`src/rtl/audio_fifo_pwm.sv`:
```
// Show-ahead stereo sample FIFO feeding a pair of 8-bit PWM channels.
// The FIFO and the PWM share the clock and reset but are otherwise independent.
module audio_fifo_pwm #(
  parameter int WIDTH = 16,
  parameter int DEPTH = 16
) (
  input  logic                     clk,
  input  logic                     aclr_n,
  input  logic [WIDTH-1:0]         data,
  input  logic                     wrreq,
  input  logic                     rdreq,
  output logic [WIDTH-1:0]         q,
  output logic                     rdempty,
  output logic                     wrfull,
  output logic [$clog2(DEPTH):0]   usedw,
  input  logic [7:0]               left_top,
  input  logic [7:0]               right_top,
  output logic                     left,
  output logic                     right
);

  localparam int AW = $clog2(DEPTH);
  localparam logic [AW-1:0] PTR_ONE   = AW'(1);
  localparam logic [AW:0]   USED_ONE  = (AW+1)'(1);
  localparam logic [AW:0]   USED_FULL = (AW+1)'(DEPTH);

  logic [WIDTH-1:0] r_mem [DEPTH];
  logic [AW-1:0]    r_wr_ptr;
  logic [AW-1:0]    r_rd_ptr;
  logic [AW:0]      r_usedw;
  logic             r_empty;
  logic             r_full;

  logic             w_do_wr;
  logic             w_do_rd;
  logic [AW:0]      w_usedw_nxt;

  // A full FIFO still accepts a write when the same edge pops, so the count holds.
  assign w_do_rd = rdreq & ~r_empty;
  assign w_do_wr = wrreq & (~r_full | rdreq);

  always_comb begin
    w_usedw_nxt = r_usedw;
    case ({w_do_wr, w_do_rd})
      2'b10:   w_usedw_nxt = r_usedw + USED_ONE;
      2'b01:   w_usedw_nxt = r_usedw - USED_ONE;
      default: w_usedw_nxt = r_usedw;
    endcase
  end

  // NOTE: state uses non-blocking assignments so every register samples pre-edge values.
  always_ff @(posedge clk or negedge aclr_n) begin
    if (!aclr_n) begin
      r_wr_ptr <= '0;
      r_rd_ptr <= '0;
      r_usedw  <= '0;
      r_empty  <= 1'b1;
      r_full   <= 1'b0;
    end else begin
      if (w_do_wr) r_wr_ptr <= r_wr_ptr + PTR_ONE;
      if (w_do_rd) r_rd_ptr <= r_rd_ptr + PTR_ONE;
      r_usedw <= w_usedw_nxt;
      r_empty <= (w_usedw_nxt == '0);
      r_full  <= (w_usedw_nxt == USED_FULL);
    end
  end

  // NOTE: storage has no reset; stale words are never visible because q is gated by r_empty.
  always_ff @(posedge clk) begin
    if (w_do_wr) r_mem[r_wr_ptr] <= data;
  end

  assign q       = r_empty ? '0 : r_mem[r_rd_ptr];
  assign rdempty = r_empty;
  assign wrfull  = r_full;
  assign usedw   = r_usedw;

  logic [7:0] r_cnt;
  logic [7:0] r_dl;
  logic [7:0] r_dr;
  logic       r_left;
  logic       r_right;

  // Duties are latched only at the period boundary so a period is never split.
  always_ff @(posedge clk or negedge aclr_n) begin
    if (!aclr_n) begin
      r_cnt   <= '0;
      r_dl    <= '0;
      r_dr    <= '0;
      r_left  <= 1'b0;
      r_right <= 1'b0;
    end else begin
      r_cnt   <= r_cnt + 8'd1;
      r_left  <= (r_cnt < r_dl);
      r_right <= (r_cnt < r_dr);
      if (r_cnt == 8'hFF) begin
        r_dl <= left_top;
        r_dr <= right_top;
      end
    end
  end

  assign left  = r_left;
  assign right = r_right;

endmodule

```
`config.mk`:
```
export PLATFORM = sky130hd
export DESIGN_NAME = audio_fifo_pwm
export DESIGN_NICKNAME = d
export VERILOG_FILES = /design/src/rtl/audio_fifo_pwm.sv
export SDC_FILE = /design/constraint.sdc
export NUM_CORES = 1
export LEC_CHECK = 0
export CAP_MARGIN = 20
export CORE_MARGIN = 8
export CORE_UTILIZATION = 54
export DETAILED_ROUTE_END_ITERATION = 10
export PLACE_DENSITY = 0.79
export SLEW_MARGIN = 20
export SYNTH_ARGS = -nofsm -noshare
export SYNTH_HDL_FRONTEND = slang
export SYNTH_SLANG_ARGS = --single-unit
```
`constraint.sdc`:
```
create_clock -name clk -period 3.04 [get_ports clk]
set_clock_uncertainty 0.05 [all_clocks]
set_input_delay 0.456 -clock clk [delete_from_list [all_inputs] [get_ports clk]]
set_output_delay 0.456 -clock clk [all_outputs]
set_load 0.01 [all_outputs]
```
==> key figures <==
Clocking
  – CTS root buf: clkbuf_16
  – Sink Count: 297
  – Clk_lat worst skew: 0.52 ns
  – CTS tree: yes
  – Clk slew on worst S/H paths: 0.06 ns
  – Cts bufs inserted: 28
  – Clk buf depth: 3
  – # H-tree levels: 1

Power
  – Comb power frac: 34.5%
  – Tot Pwr: 13.7 mW
  – P_leak: 5.23 nW
  – Sw power: 3.77 mW
  – Pint: 9.93 mW
  – Sequential share of power: 37.8%
  – Clk pwr share: 27.7%
  – Switching share of power: 27.5%
  – Worst VDD drop: 0.491 mV
  – Power Dens Cells: 934 nW/um2

Yosys
  – Avg Cell Area, Syn: 19.9 um2
  – Post-Synthesis Cells: 601
  – Post-synthesis sequential area ratio: 72.9%
  – FFs w/ async S/R, synth: 13.8%
  – Cell variety after synth: 43
  – Number of synthesized flops with an enable pin: 256
  – Synth Flop Type: edfxtp_1
  – Post-Syn Nets: 659
  – Ys Warns: 0
  – Synthesized cell area: 12000 um2
  – Synth Register Bits: 297

Worst setup path
  – R2R setup slack: 0.31 ns
  – Setup crit start kind: flip-flop
  – CP Max Fanout: 5
  – Setup crit end kind: primary output
  – Critical path arrival: 2.70 ns
  – Critical path launch point: r_rd_ptr[0]$_DFFE_PN0P_
  – Worst setup path category: flip-flop to primary output
  – Critical Path RT: 2.53 ns
  – Worst r2r src: rdempty$_DFF_PN1_
  – Reg2reg path depth: 8

Final layout
  – Share of layout cells above drive strength 1: 30.7%
  – Area grow syn2layout: 22.6%
  – Fillers: 1360
  – # diodes: 0
  – Final #Nets: 782

Route
  – Post-Route WL: 26.2 mm
  – # DRC: 0
  – Initial detailed-routing violation count: 499
  – DR vias: 6205
  – Antenna Nets Post-Route: 0
  – First drt pass iteration count: 4
  – Via density: 6.05
  – Drt wl/cell: 25.6 um

Global route
  – GRT Residual Overflow: 0
  – First-pass GRT wire length: 39.9 mm
  – Vias in the first global route: 6632
  – Initial antenna violation count: 1
  – GRT Total Usage: 19.8%
  – Largest net degree at the start of global routing: 43

Placed design
  – I/O Buffers: 60
  – RePlAce Congestion: 0.860
  – Dpl hpwl: 14.6 mm

Timing
  – Max-Slew Margin vs Limit: 44.2%
  – Final hold viol count: 0
  – Max-slew violations: 0
  – Final setup margin: -0.162 ns
  – Max Clock Freq: 312 MHz
  – Hold_ws: 0.440 ns
  – Fin crit period: 3.20 ns
  – RSZ-0062 raised after global routing: true
  – Final period utilization: 105%
  – Worst-Margin Slew: 0.838 ns
  – Final setup vio count: 16

Die
  – Initial Util: 55.0%
  – Ports: 61
  – Die span in y: 165 um
  – DIE WIDTH: 165 um
  – Die Footprint: 27200 um2
  – Core outline area: 21800 um2
  – # rows: 54

Hold path
  – Hold path startpoint: right_top[4]
  – WHS Path Cells: 3
  – Hold crit path type: input pin to flip-flop

Run status
  – Status: finished with violations
  – Failing checks: negative setup slack

Job
  – Max cap viols: 0
==> critical path, stage by stage, from the launching register on <==
cell     delay [ns]
dfrtp_4        0.53
buf_12         0.16
buf_12         0.13
buf_6          0.11
mux4_2         0.43
mux4_2         0.53
nor2b_4        0.15
buf_6          0.13
==> cell families (layout without fill, tap and decap cells) <==
family                   Yosys count  in the layout  share of synthesized area [%]
AO/OA/AOI/OAI                     43             43                           2.26
XOR/XNOR                          16             16                           1.17
adder cells (fa/ha/maj)           22             22                           2.30
buffers and inverters             52            197                           1.72
flip-flops                       297            297                           72.9
multiplexers                      85             85                           15.5
AND/OR/NAND/NOR                   86             86                           4.13
==> metrics by stage <==
stage	instance area (um2)	setup WS (ns)	cells	TNS [ns]	utilization [%]
floorplan	12000	0.0474	601	0	-
finish	14700	-0.162	1026	-2.02	67.4
detailed placement	13200	-0.150	950	-0.167	60.5
global placement	13200	0.136	950	0	60.5
global route	14700	-0.221	1026	-3.05	67.4
CTS	14600	-0.184	1024	-2.14	67.1
==> state kept, by name, summed over array words and instances (netlist names) <==
signal    flops
r_rd_ptr      4
wrfull        1
r_dr          8
usedw         5
r_wr_ptr      4
rdempty       1
r_mem       256
right         1
r_dl          8
left          1
r_cnt         8
==> power groups by stage <==
stage                     sequential (mW)  clock [mW]  combinational [mW]
after CTS                            5.17        3.83                4.60
after detailed placement             5.25           0                3.92
after floorplan                      5.10           0                2.52
after global routing                 5.21        3.97                5.01
final                                5.18        3.79                4.73
after global placement               5.20           0                3.82
==> cells in the mapped netlist (2+ instances only) <==
cell type | number | share of area (%)
mux4_2 | 80 | 15
nand2b_1 | 6 | 0.31
mux2_2 | 4 | 0.38
o21ai_0 | 19 | 0.80
clkbuf_1 | 17 | 0.53
a31oi_1 | 4 | 0.21
dfrtp_1 | 40 | 8.4
a21oi_1 | 8 | 0.33
inv_1 | 25 | 0.78
a21o_1 | 6 | 0.38
nor2b_1 | 12 | 0.63
edfxtp_1 | 256 | 64
and2_1 | 9 | 0.47
nand2_1 | 21 | 0.66
nand3_1 | 8 | 0.33
nor2_1 | 6 | 0.19
nor4b_1 | 2 | 0.15
nand4_1 | 2 | 0.10
xor2_1 | 3 | 0.22
ha_1 | 22 | 2.3
xnor2_1 | 13 | 0.95
nor4_1 | 4 | 0.21
buf_1 | 4 | 0.13
and2b_1 | 6 | 0.38
and3_1 | 2 | 0.10
buf_2 | 5 | 0.21
==> routing by layer <==
metal	global-route usage, %	up-vias	part of all wire [%]
met5	0	-	0.038
met4	5.32	2	1.8
met1	25.4	3230	39
met3	3.36	41	6.8
met2	34.4	278	52
li1	-	2654	-
==> final timing paths <==
kind,end
max,q[14]
min,r_dr[4]$_DFFE_PN0N_
max reg2reg,wrfull$_DFF_PN0_
min reg2reg,r_cnt[0]$_DFF_PN0_
max in group asynchronous,r_rd_ptr[0]$_DFFE_PN0P_
min in group asynchronous,usedw[3]$_DFF_PN0_
==> cell type report <==
cell class,instances,area [um2],share of cell area (%)
Multi-Input combinational cell,252,3110,21.2
Timing Repair Buffer,120,1360,9.26
Inverter,25,93.8,0.640
Clock inverter,20,258,1.76
Tap cell,280,350,2.39
Sequential cell,297,8720,59.5
Clock buffer,32,767,5.23
==> what timing repair did <==
| action | in CTS | in global routing |
|---|---|---|
| hold buffers | 1 | 0 |
| setup buffers | 15 | 3 |
| endpoints found under the setup margin | 16 | 16 |
| gates cloned | 6 | 0 |
| resized for setup | 92 | 11 |
| endpoints found under the hold margin | 14 | 0 |
==> cells in the final DEF, fill, tap and decap left out, types with 9 or more instances in the layout <==
| master | netlist | layout |
|---|---|---|
| buf_12 | 0 | 14 |
| xnor2_1 | 13 | 13 |
| edfxtp_1 | 256 | 256 |
| dfrtp_1 | 40 | 38 |
| and2_1 | 9 | 9 |
| clkdlybuf4s50_1 | 0 | 43 |
| buf_4 | 1 | 31 |
| ha_1 | 22 | 22 |
| clkbuf_16 | 0 | 29 |
| mux4_2 | 80 | 80 |
| o21ai_0 | 19 | 19 |
| buf_6 | 0 | 15 |
| nand2_1 | 21 | 21 |
| inv_1 | 25 | 25 |
Power figures use the tool's default switching activity.
